File: src/rtl/nibble_serial_sub16_pkg.sv
// Shared definitions for the nibble-serial 16-bit subtractor:
// FSM state encoding, default geometry and a slice-count helper.
package nibble_serial_sub16_pkg;

    localparam int DEF_WIDTH = 16;
    localparam int DEF_SLICE = 4;

    typedef enum logic [1:0] {
        ST_IDLE = 2'd0,
        ST_BUSY = 2'd1,
        ST_DONE = 2'd2
    } state_t;

    // Number of SLICE-bit slices needed to cover a WIDTH-bit operand.
    function automatic int slice_count(input int width, input int slice);
        return width / slice;
    endfunction

endpackage

File: src/rtl/nibble_serial_sub16_sub_slice4.sv
// Combinational SLICE-bit slice of a subtractor: {cout, s} = a + ~b + cin.
// Built as a per-bit ripple so the slice is a plain chain of full adders.
module sub_slice4
    import nibble_serial_sub16_pkg::*;
#(
    parameter int SLICE = DEF_SLICE
) (
    input  logic [SLICE-1:0] a,
    input  logic [SLICE-1:0] b,
    input  logic             cin,
    output logic [SLICE-1:0] s,
    output logic             cout
);

    logic [SLICE:0] c;

    assign c[0] = cin;

    generate
        for (genvar gi = 0; gi < SLICE; gi++) begin : g_bit
            // Full adder on a and the inverted subtrahend bit.
            assign s[gi]     = a[gi] ^ ~b[gi] ^ c[gi];
            assign c[gi + 1] = (a[gi] & ~b[gi]) | (a[gi] & c[gi]) | (~b[gi] & c[gi]);
        end
    endgenerate

    assign cout = c[SLICE];

endmodule

File: src/rtl/nibble_serial_sub16.sv
// Multi-cycle subtractor d = a - b, one SLICE-bit slice per clock.
// Operands are captured on acceptance; the borrow chain is carried between
// slices in a flop (stored as a true carry, so carry = ~borrow).
// When a new operand is accepted in the same cycle the previous result is
// handed off, slice 0 of the new operation is computed straight from the
// input ports on that edge, which gives an NSL-cycle back-to-back cadence.
module nibble_serial_sub16
    import nibble_serial_sub16_pkg::*;
#(
    parameter int WIDTH = DEF_WIDTH,
    parameter int SLICE = DEF_SLICE
) (
    input  logic             clk,
    input  logic             rst,
    input  logic             in_valid,
    output logic             in_ready,
    input  logic [WIDTH-1:0] a,
    input  logic [WIDTH-1:0] b,
    output logic             out_valid,
    input  logic             out_ready,
    output logic [WIDTH-1:0] d,
    output logic             borrow,
    output logic             ovf
);

    localparam int NSL = slice_count(WIDTH, SLICE);
    localparam int CW  = (NSL > 1) ? $clog2(NSL) : 1;
    localparam logic [CW-1:0] LAST = CW'(NSL - 1);

    generate
        if ((WIDTH % SLICE) != 0 || WIDTH < SLICE) begin : g_bad_geometry
            $error("nibble_serial_sub16: WIDTH must be a positive multiple of SLICE");
        end
    endgenerate

    state_t           state;
    logic [CW-1:0]    cnt;
    logic             carry;
    logic [WIDTH-1:0] a_reg;
    logic [WIDTH-1:0] b_reg;

    logic [SLICE-1:0] op_a;
    logic [SLICE-1:0] op_b;
    logic             op_cin;
    logic [SLICE-1:0] sum;
    logic             cout;
    logic             accept;

    // Ready while idle, or while a result is being handed off this cycle; never during reset.
    assign in_ready = ~rst & ((state == ST_IDLE) | ((state == ST_DONE) & out_ready));
    assign accept   = in_valid & in_ready;

    // Slice operand select: live inputs for the overlapped first slice, else the indexed operand registers.
    always_comb begin
        op_a   = a_reg[SLICE*int'(cnt) +: SLICE];
        op_b   = b_reg[SLICE*int'(cnt) +: SLICE];
        op_cin = carry;
        if (state == ST_DONE) begin
            op_a   = a[SLICE-1:0];
            op_b   = b[SLICE-1:0];
            op_cin = 1'b1;
        end
    end

    sub_slice4 #(
        .SLICE (SLICE)
    ) u_slice (
        .a    (op_a),
        .b    (op_b),
        .cin  (op_cin),
        .s    (sum),
        .cout (cout)
    );

    // Control FSM, slice counter, carry flop and result registers.
    always_ff @(posedge clk or posedge rst) begin
        if (rst) begin
            state     <= ST_IDLE;
            cnt       <= '0;
            carry     <= 1'b1;
            a_reg     <= '0;
            b_reg     <= '0;
            out_valid <= 1'b0;
            d         <= '0;
            borrow    <= 1'b0;
            ovf       <= 1'b0;
        end else begin
            case (state)
                ST_IDLE: begin
                    if (accept) begin
                        a_reg <= a;
                        b_reg <= b;
                        carry <= 1'b1;
                        cnt   <= '0;
                        state <= ST_BUSY;
                    end
                end
                ST_BUSY: begin
                    d[SLICE*int'(cnt) +: SLICE] <= sum;
                    carry <= cout;
                    if (cnt == LAST) begin
                        cnt       <= '0;
                        state     <= ST_DONE;
                        out_valid <= 1'b1;
                        borrow    <= ~cout;
                        ovf       <= (a_reg[WIDTH-1] ^ b_reg[WIDTH-1]) & (sum[SLICE-1] ^ a_reg[WIDTH-1]);
                    end else begin
                        cnt <= cnt + CW'(1);
                    end
                end
                ST_DONE: begin
                    if (out_ready) begin
                        out_valid <= 1'b0;
                        state     <= ST_IDLE;
                        if (in_valid) begin
                            a_reg           <= a;
                            b_reg           <= b;
                            d[SLICE-1:0]    <= sum;
                            carry           <= cout;
                            if (NSL == 1) begin
                                // Single-slice geometry: the overlapped slice is the whole result.
                                out_valid <= 1'b1;
                                borrow    <= ~cout;
                                ovf       <= (a[WIDTH-1] ^ b[WIDTH-1]) & (sum[SLICE-1] ^ a[WIDTH-1]);
                                state     <= ST_DONE;
                            end else begin
                                cnt   <= CW'(1);
                                state <= ST_BUSY;
                            end
                        end
                    end
                end
                default: begin
                    state <= ST_IDLE;
                end
            endcase
        end
    end

endmodule
File: config.mk
export PLATFORM = sky130hd
export DESIGN_NAME = nibble_serial_sub16
export DESIGN_NICKNAME = d
export VERILOG_FILES = /design/src/rtl/nibble_serial_sub16_pkg.sv /design/src/rtl/nibble_serial_sub16_sub_slice4.sv /design/src/rtl/nibble_serial_sub16.sv
export SDC_FILE = /design/constraint.sdc
export NUM_CORES = 1
export LEC_CHECK = 0
export ABC_AREA = 1
export CORE_UTILIZATION = 52
export DETAILED_ROUTE_END_ITERATION = 10
export GPL_TIMING_DRIVEN = 1
export PLACE_DENSITY_LB_ADDON = 0.15
export SLEW_MARGIN = 25
export SYNTH_ARGS = -nofsm -noshare
export SYNTH_HDL_FRONTEND = slang
export SYNTH_SLANG_ARGS = --single-unit
File: constraint.sdc
create_clock -name clk -period 4.3 [get_ports clk]
set_clock_uncertainty 0.05 [all_clocks]
set_input_delay 0.86 -clock clk [delete_from_list [all_inputs] [get_ports clk]]
set_output_delay 0.86 -clock clk [all_outputs]
set_load 0.05 [all_outputs]
## After elaboration in Yosys (flattened, before gate mapping)

Cells that the tools add are included.
Widths: inputs -> output; s select.

- Magnitude comparators: 0
- Add/subtract/negate cells: 2
- Muxes and demuxes: 32
- Shifts and indexed selects: 4
- Bitwise operators: 41
- Equality and inequality tests: 7
- Reductions and logical operators: 10
- Multiply operators: 0
- Div/mod/pow operators: 0

Operators by type and width:

| cell | count |
|---|---|
| $mux 16 | 6 |
| $pmux 16 s2 | 2 |
| $neg 4->33 | 1 |
| $shift 4x33->16 const A | 1 |
| $shiftx 4x33->16 | 1 |
| $shiftx 16x5->4 | 2 |
| $and 1x1->1 | 16 |
| $bwmux 16 | 1 |
| $mux 4 | 4 |
| $mux 2 | 7 |
| $pmux 2 s3 | 2 |
| $xor 1x1->1 | 10 |
| $or 1x1->1 | 9 |
| $reduce_and 3->1 | 3 |
| $ne 2x2->1 const B | 4 |
| $pmux 4 s2 | 1 |
| $reduce_and 4->1 | 2 |
| $mux 1 | 7 |
| $not 1->1 | 6 |
| $eq 2x2->1 const B | 2 |
| $reduce_bool 2->1 | 2 |
| $pmux 1 s3 | 1 |
| $reduce_bool 3->1 | 1 |
| $add 2x1->2 const B | 1 |
| 4 further kinds | 4 |

- Bits in registers: 56
- Memories kept: 0
- Output and inout bits: 20
- Bits in writable memories: 0
- ROM bits: 0
- Latch bits: 0

## Logic depth before layout (Yosys ltp)

- Word-level depth: 18
- Mapped depth: 14
- Depth with buffers taken out: 14

## Hierarchy

From an unflattened synthesis, not the netlist that was laid out.

- Cell total of the unflattened synthesis: 413
- Area, all modules: 3024.2 µm²

Modules (own cells, without submodules):

| module | seq. area each (µm²) | area each (µm²) | instances | cells each |
|---|---|---|---|---|
| nibble_serial_sub16 | 1402.6 | 2914.0 | 1 | 401 |
| sub_slice4 | 0.0 | 110.1 | 1 | 12 |

## Worst setup path before layout

No wires, ideal clock.

- Path kind: register to register
- Start point: register state[0]
- End point: register ovf
- Slack: 0.900 ns
- Cell stages (with the launch flop): 14
- Path buffers: 1
- Period minus slack after synthesis: 3.400 ns
- Data arrival time: 3.267 ns
- Library setup time: 0.083 ns
- Cells stage by stage: dfrtp_1 inv_1 ha_1 inv_2 clkbuf_1 nor2_1 o21bai_1 fa_1 fa_1 fa_1 fa_1 o21ai_0 nand2_1 o21ai_0

- Word-level cells in the longest chain between the ends: 15
- Elaborated cells on any way between the ends: 29

Ends and longest elaborated chain:

| what | RTL line | text |
|---|---|---|
| from (decl) | nibble_serial_sub16.sv:36 | `state_t state;` |
| from (signal assigned) | nibble_serial_sub16.sv:78 | `state <= ST_IDLE;` |
| from (signal assigned) | nibble_serial_sub16.sv:95 | `state <= ST_BUSY;` |
| from (signal assigned) | nibble_serial_sub16.sv:103 | `state <= ST_DONE;` |
| $eq 2x2->1 | nibble_serial_sub16.sv:58 | `if (state == ST_DONE) begin` |
| $mux 4 | nibble_serial_sub16.sv:58 |  |
| $not 1->1 | nibble_serial_sub16_sub_slice4.sv:23 | `assign c[gi + 1] = (a[gi] & ~b[gi]) \| (a[gi] & c[gi]) \| (~b[gi] & c[gi]);` |
| $and 1x1->1 | nibble_serial_sub16_sub_slice4.sv:23 |  |
| $or 1x1->1 (2 in series) | nibble_serial_sub16_sub_slice4.sv:23 |  |
| $and 1x1->1 | nibble_serial_sub16_sub_slice4.sv:23 |  |
| $or 1x1->1 (2 in series) | nibble_serial_sub16_sub_slice4.sv:23 |  |
| $and 1x1->1 | nibble_serial_sub16_sub_slice4.sv:23 |  |
| $or 1x1->1 (2 in series) | nibble_serial_sub16_sub_slice4.sv:23 |  |
| $xor 1x1->1 | nibble_serial_sub16_sub_slice4.sv:22 | `assign s[gi] = a[gi] ^ ~b[gi] ^ c[gi];` |
| $xor 1x1->1 | nibble_serial_sub16.sv:106 | `ovf <= (a_reg[WIDTH-1] ^ b_reg[WIDTH-1]) & (sum[SLICE-1] ^ a_reg[WIDTH-1]);` |
| $and 1x1->1 | nibble_serial_sub16.sv:106 |  |
| to (signal assigned) | nibble_serial_sub16.sv:106 |  |
| to (signal assigned) | nibble_serial_sub16.sv:124 | `ovf <= (a[WIDTH-1] ^ b[WIDTH-1]) & (sum[SLICE-1] ^ a[WIDTH-1]);` |
| to (decl) | nibble_serial_sub16.sv:23 | `output logic ovf` |

Several ways; a longest one is shown, not always the timed one.
A chain may end at the register's enable or synchronous reset.

## Final worst setup path

- Start point: input port b[0]
- End point: register ovf

- Word-level cells in the longest chain between the ends: 14
- Elaborated cells on any way between the ends: 17

Ends and longest elaborated chain:

| what | RTL line | text |
|---|---|---|
| from (decl) | nibble_serial_sub16.sv:18 | `input logic [WIDTH-1:0] b,` |
| $mux 4 * | nibble_serial_sub16.sv:58 |  |
| $not 1->1 * | nibble_serial_sub16_sub_slice4.sv:23 |  |
| $and 1x1->1 | nibble_serial_sub16_sub_slice4.sv:23 |  |
| $or 1x1->1 | nibble_serial_sub16_sub_slice4.sv:23 |  |
| $or 1x1->1 * | nibble_serial_sub16_sub_slice4.sv:23 |  |
| $and 1x1->1 | nibble_serial_sub16_sub_slice4.sv:23 |  |
| $or 1x1->1 | nibble_serial_sub16_sub_slice4.sv:23 |  |
| $or 1x1->1 * | nibble_serial_sub16_sub_slice4.sv:23 |  |
| $and 1x1->1 | nibble_serial_sub16_sub_slice4.sv:23 |  |
| $or 1x1->1 | nibble_serial_sub16_sub_slice4.sv:23 |  |
| $or 1x1->1 * | nibble_serial_sub16_sub_slice4.sv:23 |  |
| $xor 1x1->1 * | nibble_serial_sub16_sub_slice4.sv:22 |  |
| $xor 1x1->1 * | nibble_serial_sub16.sv:106 |  |
| $and 1x1->1 * | nibble_serial_sub16.sv:106 |  |

Every way passes the cells marked *; elsewhere a longest branch is shown, timed or not.

==> impl_metrics.yaml <==
clock_tree:
  root_buffer: "clkbuf_8"
  numCtsBuffers: 5
  clkSinkCount: 56
  ctsHoldBuffers: 0
  clock_latency_ns: 0.31
  clk_pin_slew_ns: 0.09
  post-cts-setup-buffers: 0
  ctsLongestPathBuffers: 2
  cts_resized: 0
  h-tree-depth: 2
  cts_tree: "done"
detailed_routing:
  vias: 2628
  drtPass1Iterations: 4
  drtIter0Drc: 188
  wire_per_inst_um: 12.74
  wl_um: 6587
  avgViaCountPerCell: 5.083
  ant_nets: 0
  drc: 0
synth:
  syn_area_per_cell_um2: 7.618
  yosys.area_share.simple: 0.3443
  syn_area_mm2: 0.003002
  synthMuxAreaShare: 0
  synth_xor_area_frac: 0
  yosys_warnings: 0
  synth_compound_area_frac: 0.05711
  synthAdderAreaFrac: 0.06419
  ys_seq_area_frac: 0.4673
  synth_nets: 443
  yosysUniqueCellTypes: 22
  synthCells: 394
  synth_top_family_by_area: "simple AND/OR/NAND/NOR gates"
  ys_seq_elements: 56
pwr:
  swShare: 0.4858
  p_leak_nw: 1.895
  switching_power_w: 0.001361
  pwr-share-seq: 0.320
  powerDensity_mw_per_mm2: 766.0
  cellInternalPower_w: 0.001440
  vdd_drop_max_mv: 0.3914
  clkPwrFrac: 0.103
  power_frac_comb: 0.577
sta:
  setup_violations: 0
  tns_ns: 0
  relSlewSlack: 0.4397
  finalCritPeriodShare: 0.8427
  timing.hold.ws_ns: 0.4282
  rsz0062_at_grt: "no"
  finalMaxSlewViolations: 0
  worst_pin_slew_ns: 0.8373
  min_period_ns: 3.624
  final-hold-violation-count: 0
  fmax_mhz: 276.0
place:
  postPlaceCellArea_mm2: 0.003568
  portBuffers: 55
  hpwlAfterDp_um: 4745
  place_congestion: 0.8160
critical_path:
  crit_fanout: 5
  critical_path_class: "in2reg"
  cp.arrival_ns: 3.80
  ff2ff_setup_slack_ns: 0.75
  path_cells: "clkdlybuf4s50_1 > nor2_1 > o21bai_1 > fa_1 > fa_1 > fa_1 > fa_1 > o21ai_0 > nand2_1 > o21ai_0"
  worst_setup_path_start_kind: "input port"
  crit_slowest_cell: "fa_1"
  max_stage_delay_ns: 0.55
  critPathCaptureType: "flop"
  cp_data_required_time_ns: 4.48
  cp_common_cell: "fa_1"
floorplan:
  num_rows: 27
  die-height_um: 77.98
  die_area_mm2: 0.006080
  die_w_um: 77.98
  core_mm2: 0.005540
  ios: 56
  floorplan.initialDensity: 0.5418
finish:
  synthToLayoutAreaGrowth_pct: 21.84
  num-nets-final: 493
  final_common_cell: "nand2_1"
  drive_above_1_share: 0.04494
  fin_util: 0.6601
  final_cell_mix: "nand2_1 (185), dfrtp_1 (55), clkdlybuf4s50_1 (55)"
  n_antenna_cell: 0
  fin_area_mm2: 0.003657
global_routing:
  grt_overflow: 0
  grt_pass1_wl_um: 11420
  grt_pass1_vias: 2530
  grt.total_usage: 0.2389
  antenna_found_initial: 0
  grt_max_degree: 58
hold_path:
  hold_path_class: "reg2reg"
flow_run:
  cap_violations: 0
status:
  outcome: "finished, final reports clean"
[kinds of logic after synthesis]
family / Yosys count
buffers and inverters: 42
AOI/OAI and AO/OA: 30
DFF: 56
adders and majority gates: 13
and+or+nand+nor: 253
[worst paths after layout]
check                      cells after the start  startpoint        to
setup reg to reg                              12    state[0]       ovf
max in group asynchronous                      3         rst       ovf
hold / removal                                 2    b_reg[3]  b_reg[3]
setup / recovery                              10        b[0]       ovf
hold reg to reg                                2    b_reg[3]  b_reg[3]
min in group asynchronous                      3         rst  a_reg[3]
[cells in the mapped netlist]
library cell | number | area share
nand2_1 | 185 | 0.23
dfrtp_1 | 55 | 0.46
nand3_1 | 53 | 0.088
inv_1 | 24 | 0.030
o21ai_0 | 20 | 0.033
nor2_1 | 10 | 0.013
ha_1 | 9 | 0.038
buf_2 | 8 | 0.013
a21oi_1 | 5 | 0.0083
fa_1 | 4 | 0.027
buf_4 | 3 | 0.0075
buf_6 | 3 | 0.011
o21bai_1 | 3 | 0.0075
clkbuf_1 | 2 | 0.0025
inv_2 | 2 | 0.0025
or2_2 | 2 | 0.0042
a21o_1 | 1 | 0.0025
dfstp_2 | 1 | 0.0088
nand2_2 | 1 | 0.0021
nand2_4 | 1 | 0.0038
nand4_1 | 1 | 0.0021
o21ai_4 | 1 | 0.0054
[cell type report]
type | instances | area [µm²]
Tap cell | 72 | 90.09
Timing Repair Buffer | 59 | 580.6
Sequential cell | 56 | 1403
Clock inverter | 2 | 16.27
Clock buffer | 6 | 72.57
Multi-Input combinational cell | 296 | 1398
Inverter | 26 | 97.59
Fill cell | 512 | 1883
[layer usage]
metal / vias to the layer above / GRT usage / wire (µm)
li1: 1336 / - / -
met1: 1219 / 0.3100 / 2851
met2: 63 / 0.4204 / 3434
met3: 10 / 0.03059 / 217
met4: 0 / 0.06481 / 85
met5: - / 0 / 0
[metrics by stage]
step	worst slack, ns	std cells	power [W]
after floorplan	0.9000	394	0.002089
after global placement	0.4899	509	0.002467
after detailed placement	0.3911	509	0.002534
after CTS	0.7013	517	0.002818
after global routing	0.5171	517	0.003049
final	0.6764	517	0.002802
[power by group through the flow]
stage / Combinational [W] / Sequential, W / Clock, W
global placement: 0.00157 / 0.000898 / 0
global route: 0.00181 / 0.000924 / 0.000318
CTS: 0.00163 / 0.000898 / 0.000291
floorplan: 0.000970 / 0.00112 / 0
finish: 0.00162 / 0.000897 / 0.000287
detailed placement: 0.00163 / 0.000906 / 0
[critical path: cells and delay by family]
family / cells / cell delay (ns)
adders and majority gates: 4 / 1.79
AOI/OAI and AO/OA: 3 / 0.53
buffers and inverters: 1 / 0.50
and+or+nand+nor: 2 / 0.12
Note: power is estimated with default switching activity, not from simulation.
